[config.mk]
export PLATFORM = sky130hd
export DESIGN_NAME = drum_pattern_sequencer
export DESIGN_NICKNAME = d
export VERILOG_FILES = /design/src/rtl/drum_pattern_sequencer.sv
export SDC_FILE = /design/constraint.sdc
export NUM_CORES = 1
export LEC_CHECK = 0
export CAP_MARGIN = 20
export CORE_AREA = 2 2 205 207
export CTS_BUF_LIST = sky130_fd_sc_hd__clkbuf_8
export DETAILED_ROUTE_END_ITERATION = 16
export DIE_AREA = 0 0 207 209
export DONT_BUFFER_PORTS = 1
export GPL_ROUTABILITY_DRIVEN = 0
export PLACE_DENSITY_LB_ADDON = 0.12
export SYNTH_ARGS = -nofsm -noshare
export SYNTH_HDL_FRONTEND = slang
export SYNTH_SLANG_ARGS = --single-unit
[constraint.sdc]
create_clock -name CLOCK_50 -period 4.2 [get_ports CLOCK_50]
set_clock_uncertainty 0.15 [all_clocks]
set_input_delay 1.05 -clock CLOCK_50 [delete_from_list [all_inputs] [get_ports CLOCK_50]]
set_output_delay 1.05 -clock CLOCK_50 [all_outputs]
set_load 0.03 [all_outputs]
[src/rtl/drum_pattern_sequencer.sv]
// drum_pattern_sequencer: records pad strikes as {timestamp, pad mask} events
// and replays them as one-cycle pad_strike pulses.
// Optional build macro: DRUM_LOOP_PLAYBACK_EN (playback loops until stop/reset).
module drum_pattern_sequencer #(
  parameter int NUM_PADS = 8,
  parameter int DEPTH    = 16,
  parameter int TS_WIDTH = 16,
  parameter int TICK_DIV = 50000
) (
  input  logic                     CLOCK_50,
  input  logic                     reset,
  input  logic [NUM_PADS-1:0]      pad_keys,
  input  logic                     rec_start,
  input  logic                     play_start,
  input  logic                     stop,
  output logic [NUM_PADS-1:0]      pad_strike,
  output logic [1:0]               state,
  output logic [$clog2(DEPTH):0]   event_count,
  output logic                     overflow,
  output logic                     busy
);
  localparam int AW = $clog2(DEPTH);
  localparam int CW = AW + 1;
  localparam int PW = (TICK_DIV > 1) ? $clog2(TICK_DIV) : 1;

  typedef enum logic [1:0] {S_IDLE = 2'd0, S_ARMED = 2'd1, S_RECORD = 2'd2, S_PLAY = 2'd3} state_t;

  state_t                state_q, state_d;
  logic [PW-1:0]         presc_q, presc_d;
  logic [TS_WIDTH-1:0]   timer_q, timer_d;
  logic [CW-1:0]         count_q, count_d;
  logic [CW-1:0]         rd_q, rd_d;
  logic                  ovf_q, ovf_d;
  logic [NUM_PADS-1:0]   strike_q, strike_d;
  logic [NUM_PADS-1:0]   pad_prev_q;
  logic                  rec_prev_q, play_prev_q, stop_prev_q;

  logic [TS_WIDTH-1:0]   ts_mem   [DEPTH];
  logic [NUM_PADS-1:0]   mask_mem [DEPTH];
  logic                  wr_en;
  logic [AW-1:0]         wr_idx;
  logic [TS_WIDTH-1:0]   wr_ts;

  logic [NUM_PADS-1:0]   pad_edge;
  logic                  any_pad, rec_edge, play_edge, stop_edge, tick_wrap;
  logic [AW-1:0]         rd_idx;

  assign pad_edge  = pad_keys & ~pad_prev_q;
  assign any_pad   = |pad_edge;
  assign rec_edge  = rec_start & ~rec_prev_q;
  assign play_edge = play_start & ~play_prev_q;
  assign stop_edge = stop & ~stop_prev_q;
  assign tick_wrap = (presc_q == PW'(TICK_DIV - 1));
  assign rd_idx    = rd_q[AW-1:0];

  // Next-state, tick counting, store writes and playback strike selection
  always_comb begin
    state_d  = state_q;
    count_d  = count_q;
    rd_d     = rd_q;
    ovf_d    = ovf_q;
    strike_d = '0;
    wr_en    = 1'b0;
    wr_idx   = count_q[AW-1:0];
    wr_ts    = timer_q;
    // prescaler/timer run freely; IDLE and ARMED override them to zero so the
    // first RECORD/PLAY cycle always starts at tick 0
    if (tick_wrap) begin
      presc_d = '0;
      timer_d = timer_q + 1'b1;
    end else begin
      presc_d = presc_q + 1'b1;
      timer_d = timer_q;
    end
    unique case (state_q)
      S_IDLE: begin
        presc_d = '0;
        timer_d = '0;
        if (rec_edge) begin
          count_d = '0;
          ovf_d   = 1'b0;
          state_d = S_ARMED;
        end else if (play_edge && count_q != '0) begin
          rd_d    = '0;
          state_d = S_PLAY;
        end
      end
      S_ARMED: begin
        presc_d = '0;
        timer_d = '0;
        if (stop_edge) begin
          count_d = '0;
          state_d = S_IDLE;
        end else if (any_pad) begin
          wr_en   = 1'b1;
          wr_idx  = '0;
          wr_ts   = '0;
          count_d = CW'(1);
          state_d = S_RECORD;
        end
      end
      S_RECORD: begin
        if (any_pad) begin
          if (count_q == CW'(DEPTH)) begin
            ovf_d   = 1'b1;
            state_d = S_IDLE;
          end else begin
            wr_en   = 1'b1;
            count_d = count_q + 1'b1;
          end
        end
        // timestamps never wrap: a saturated timer ends the take
        if (stop_edge || (&timer_q)) state_d = S_IDLE;
      end
      S_PLAY: begin
        if (stop_edge) begin
          state_d = S_IDLE;
        end else if (rd_q == count_q) begin
`ifdef DRUM_LOOP_PLAYBACK_EN
          if (tick_wrap) begin
            rd_d    = '0;
            presc_d = '0;
            timer_d = '0;
          end
`else
          state_d = S_IDLE;
`endif
        end else if (timer_q == ts_mem[rd_idx]) begin
          rd_d     = rd_q + 1'b1;
          strike_d = mask_mem[rd_idx];
        end
      end
    endcase
  end

  // Control state registers; edge detectors reload current inputs on reset
  always_ff @(posedge CLOCK_50) begin
    if (reset) begin
      state_q     <= S_IDLE;
      presc_q     <= '0;
      timer_q     <= '0;
      count_q     <= '0;
      rd_q        <= '0;
      ovf_q       <= 1'b0;
      strike_q    <= '0;
      pad_prev_q  <= pad_keys;
      rec_prev_q  <= rec_start;
      play_prev_q <= play_start;
      stop_prev_q <= stop;
    end else begin
      state_q     <= state_d;
      presc_q     <= presc_d;
      timer_q     <= timer_d;
      count_q     <= count_d;
      rd_q        <= rd_d;
      ovf_q       <= ovf_d;
      strike_q    <= strike_d;
      pad_prev_q  <= pad_keys;
      rec_prev_q  <= rec_start;
      play_prev_q <= play_start;
      stop_prev_q <= stop;
    end
  end

  // Event store: no reset, contents survive until overwritten by a new take
  always_ff @(posedge CLOCK_50) begin
    if (wr_en && !reset) begin
      ts_mem[wr_idx]   <= wr_ts;
      mask_mem[wr_idx] <= pad_edge;
    end
  end

  assign pad_strike  = strike_q;
  assign state       = state_q;
  assign event_count = count_q;
  assign overflow    = ovf_q;
  assign busy        = (state_q != S_IDLE);
endmodule
==> results of run 1 <==
==> flip-flops by register name, indices dropped and copies added, names as in the netlist, 2 cells and up, named ones only <==
name and flops:
ts_mem 256, mask_mem 128, presc_q 16, timer_q 16, pad_prev_q 8, pad_strike 8, event_count 5, rd_q 5
state 2
==> cell type report <==
cell class                      instances  area (sq um)  share of cell area, %
Sequential cell                       452         12900                   61.7
Inverter                               15          56.3                  0.269
Clock inverter                         58           268                   1.28
Multi-Input combinational cell        578          5210                   24.9
Clock buffer                           83          1140                   5.46
Timing Repair Buffer                   79           663                   3.17
Tap cell                              539           674                   3.22
==> metrics by stage <==
| step | hold slack [ps] | cells | power (mW) | setup slack, ps |
|---|---|---|---|---|
| 2_1_floorplan | 263 | 1098 | 5.38 | 62.9 |
| 3_3_place_gp | 277 | 1662 | 5.58 | 230 |
| 3_5_place_dp | 283 | 1662 | 5.59 | 188 |
| 4_1_cts | 250 | 1803 | 9.23 | 212 |
| 5_1_grt | 264 | 1804 | 9.46 | 30.9 |
| 6_report | 296 | 1804 | 9.12 | 250 |
==> per-layer routing <==
layer | vias up | global-route usage [%] | routed length [um]
li1 | 4533 | - | -
met5 | - | 0 | 0
met1 | 5254 | 28.8 | 19900
met4 | 0 | 7.00 | 1010
met2 | 276 | 34.5 | 22000
met3 | 71 | 4.25 | 2290
==> synth_stat cells (3+ instances only) <==
cell / number / share of area (%)
and3_1: 12 / 0.41
buf_1: 4 / 0.082
and2_1: 5 / 0.17
buf_2: 10 / 0.27
xor2_1: 20 / 0.96
clkbuf_1: 24 / 0.49
mux4_2: 73 / 9.0
nand3_1: 32 / 0.87
buf_6: 6 / 0.37
a221oi_1: 8 / 0.38
inv_1: 13 / 0.27
mux2_2: 28 / 1.7
o21ai_0: 23 / 0.63
a22oi_1: 10 / 0.41
nand2_1: 38 / 0.78
a21oi_1: 12 / 0.33
nand2b_1: 13 / 0.44
nor2_1: 85 / 1.7
or4_1: 3 / 0.12
o22ai_1: 12 / 0.41
buf_4: 8 / 0.33
xnor2_1: 21 / 1.0
mux2i_1: 53 / 2.9
nor4b_1: 3 / 0.14
or3_1: 4 / 0.14
ha_1: 9 / 0.61
nor4_1: 3 / 0.10
edfxtp_1: 384 / 63
nand4_1: 11 / 0.38
nand4b_1: 3 / 0.14
dfxtp_1: 68 / 7.4
nor2b_1: 40 / 1.4
nor3_1: 6 / 0.16
a31oi_1: 4 / 0.14
o221ai_1: 4 / 0.19
==> path summary, 6_finish.rpt <==
check                                start       endpoint  slack [ps]  cells past startpoint
worst max-delay path             flip-flop  pad_strike[4]         250                      9
worst min-delay path                  stop    stop_prev_q         300                      0
worst max register to register   flip-flop  pad_strike[4]         250                      9
worst min register to register  presc_q[0]     presc_q[0]         300                      1
==> kinds of logic (layout without fill, tap and decap cells) <==
kind of cell,Yosys count,count (layout),synth area share (%)
fa+ha+maj,9,9,0.615
buf+inv,68,235,1.88
compound gates,99,99,3.74
simple gates,275,275,7.85
xor+xnor,41,41,1.96
flops,452,452,70.4
mux,154,154,13.6
==> cell usage in the layout (no fill, tap or decap), drive strengths merged, types with 4 or more instances in the layout <==
cell and count:
edfxtp 384, clkinv 22, ha 9, mux4 73
clkbuf 83, nor4b 5, xor2 20, nor2b 40
clkinvlp 5, nand2 38, o221ai 4, a22oi 10
nand3 32, dfxtp 68, and2 6, or3 5
xnor2 21, nor3 7, nand2b 13, inv 45
and3 12, nand4 11, nor2 85, a21oi 12
o22ai 12, a31oi 4, o21ai 23, buf 79
a221oi 8, mux2 28, mux2i 53
==> power by group through the flow <==
stage / logic (mW) / registers [mW] / clock network (mW)
3_3_place_gp: 0.558 / 5.03 / 0
6_report: 0.562 / 4.93 / 3.62
4_1_cts: 0.562 / 4.94 / 3.73
2_1_floorplan: 0.360 / 5.02 / 0
3_5_place_dp: 0.559 / 5.03 / 0
5_1_grt: 0.608 / 4.94 / 3.92
==> flow_metrics.py, run 1 <==
metrics = {
    "floorplan": {
        "die_h_um": 209,
        "pin_count": 30,
        "start_util_pct": 44.4,
        "die_area_sq_mm": 0.0433,
        "coreArea_sq_mm": 0.0413,
        "num_rows": 75,
        "die_w_um": 207,
    },
    "worst_setup_path": {
        "required_ps": 4570,
        "crit_path_frequent_cell": "nor2b_1",
        "crit_buf_inv": 0,
        "path_delay_family": "simple AND/OR/NAND/NOR gates",
        "critPathMaxStageDelay_ps": 840,
        "worst_path_max_delay_cell": "dfxtp_4",
        "crit_chain": "nor2b_1 -> a22oi_1 -> nand2_1 -> xor2_1 -> o221ai_1 -> or4_1 -> nor3_2 -> nand2b_1 -> nor2b_1",
        "crit_type": "reg -> reg",
        "worstPathMaxFanout": 48,
        "startpoint_type": "flip-flop",
        "worstPathArrival_ps": 4320,
        "cp-end-kind": "flip-flop",
    },
    "clocking": {
        "cts_root_buf": "clkbuf_8",
        "cts_sinks": 452,
        "clk_latency_ps": 620,
        "ctsHtreeMaxLevel": 3,
        "cts.reportedPaths.clkPinSlew_ps": 60,
        "cts_hold_buf": 0,
        "post_cts_resized": 0,
        "cts_tree": "built",
        "numCtsBuffers": 77,
        "clockBufferDepth": 3,
        "cts_setup_buffers": 0,
    },
    "global_routing": {
        "grt_pass1_wl_mm": 67.4,
        "grt_max_degree": 49,
        "grt_use_total_pct": 21.2,
        "grt_pass1_vias": 10400,
        "grt.overflow.total": 0,
        "antenna_found_initial": 0,
    },
    "power": {
        "comb_power_share_pct": 6.2,
        "peakVddDrop_mv": 0.266,
        "p_leak_nw": 6.97,
        "clkPwrFrac_pct": 39.7,
        "p_switching_mw": 2.18,
        "swShare_pct": 24.0,
        "power_density_mw_per_mm2": 436,
        "seqPwrFrac_pct": 54.1,
        "p_int_mw": 6.93,
    },
    "timing": {
        "max_slew.worst_pin.slew_ps": 1080,
        "timing.final.crit_share_pct": 94.0,
        "fmax_mhz": 253,
        "slew_headroom_pct": 27.6,
        "slew_violations": 0,
        "setup_violations": 0,
        "hold_violations": 0,
        "fin_crit_ps": 3950,
        "fin_tns_setup_ps": 0,
        "rsz0062_at_grt": "no",
    },
    "logic_synthesis": {
        "synth_ff_type": "edfxtp_1",
        "postSynth.asyncResetShare_pct": 0,
        "netlist_area_sq_mm": 0.0183,
        "synthCells": 1098,
        "yosysWarnings": 0,
        "synth_cell_types": 69,
        "syn_area_per_cell_sq_um": 16.7,
        "synth_enable_flop_cells": 384,
        "ys_seq_elements": 452,
        "syn-num-nets": 1120,
        "synth_seq_area_share_pct": 70.4,
    },
    "route": {
        "vias": 10100,
        "drc": 0,
        "via_per_inst": 5.62,
        "drt_first_pass_iters": 5,
        "ant_nets": 0,
        "routed_wl_mm": 45.2,
        "drt_iter0_drc": 763,
        "wire_per_inst_um": 25.1,
    },
    "placed_design": {
        "postPlaceCellArea_sq_mm": 0.0195,
        "portBuffers": 0,
        "place_hpwl_mm": 27.2,
    },
    "cells_and_area": {
        "layout.nets": 1225,
        "antenna_cells": 0,
        "syn_to_final_growth_pct": 14.2,
        "drive_gt1_share_pct": 24.0,
        "fillerInstances": 3511,
        "fin_util_pct": 50.7,
        "final_area_sq_mm": 0.0209,
    },
    "min_path": {
        "hold_class": "in -> reg",
    },
    "run_status": {
        "status": "completed",
    },
    "flow_run": {
        "maxCapViolCount": 0,
    },
}
Power figures use the tool's default switching activity.
==> run 2, diff against run 1 <==
- CTS_CLUSTER_SIZE: default -> 40
==> results of run 2 <==
Same layout as run 1: the final DEF is identical, and so are final timing and power.
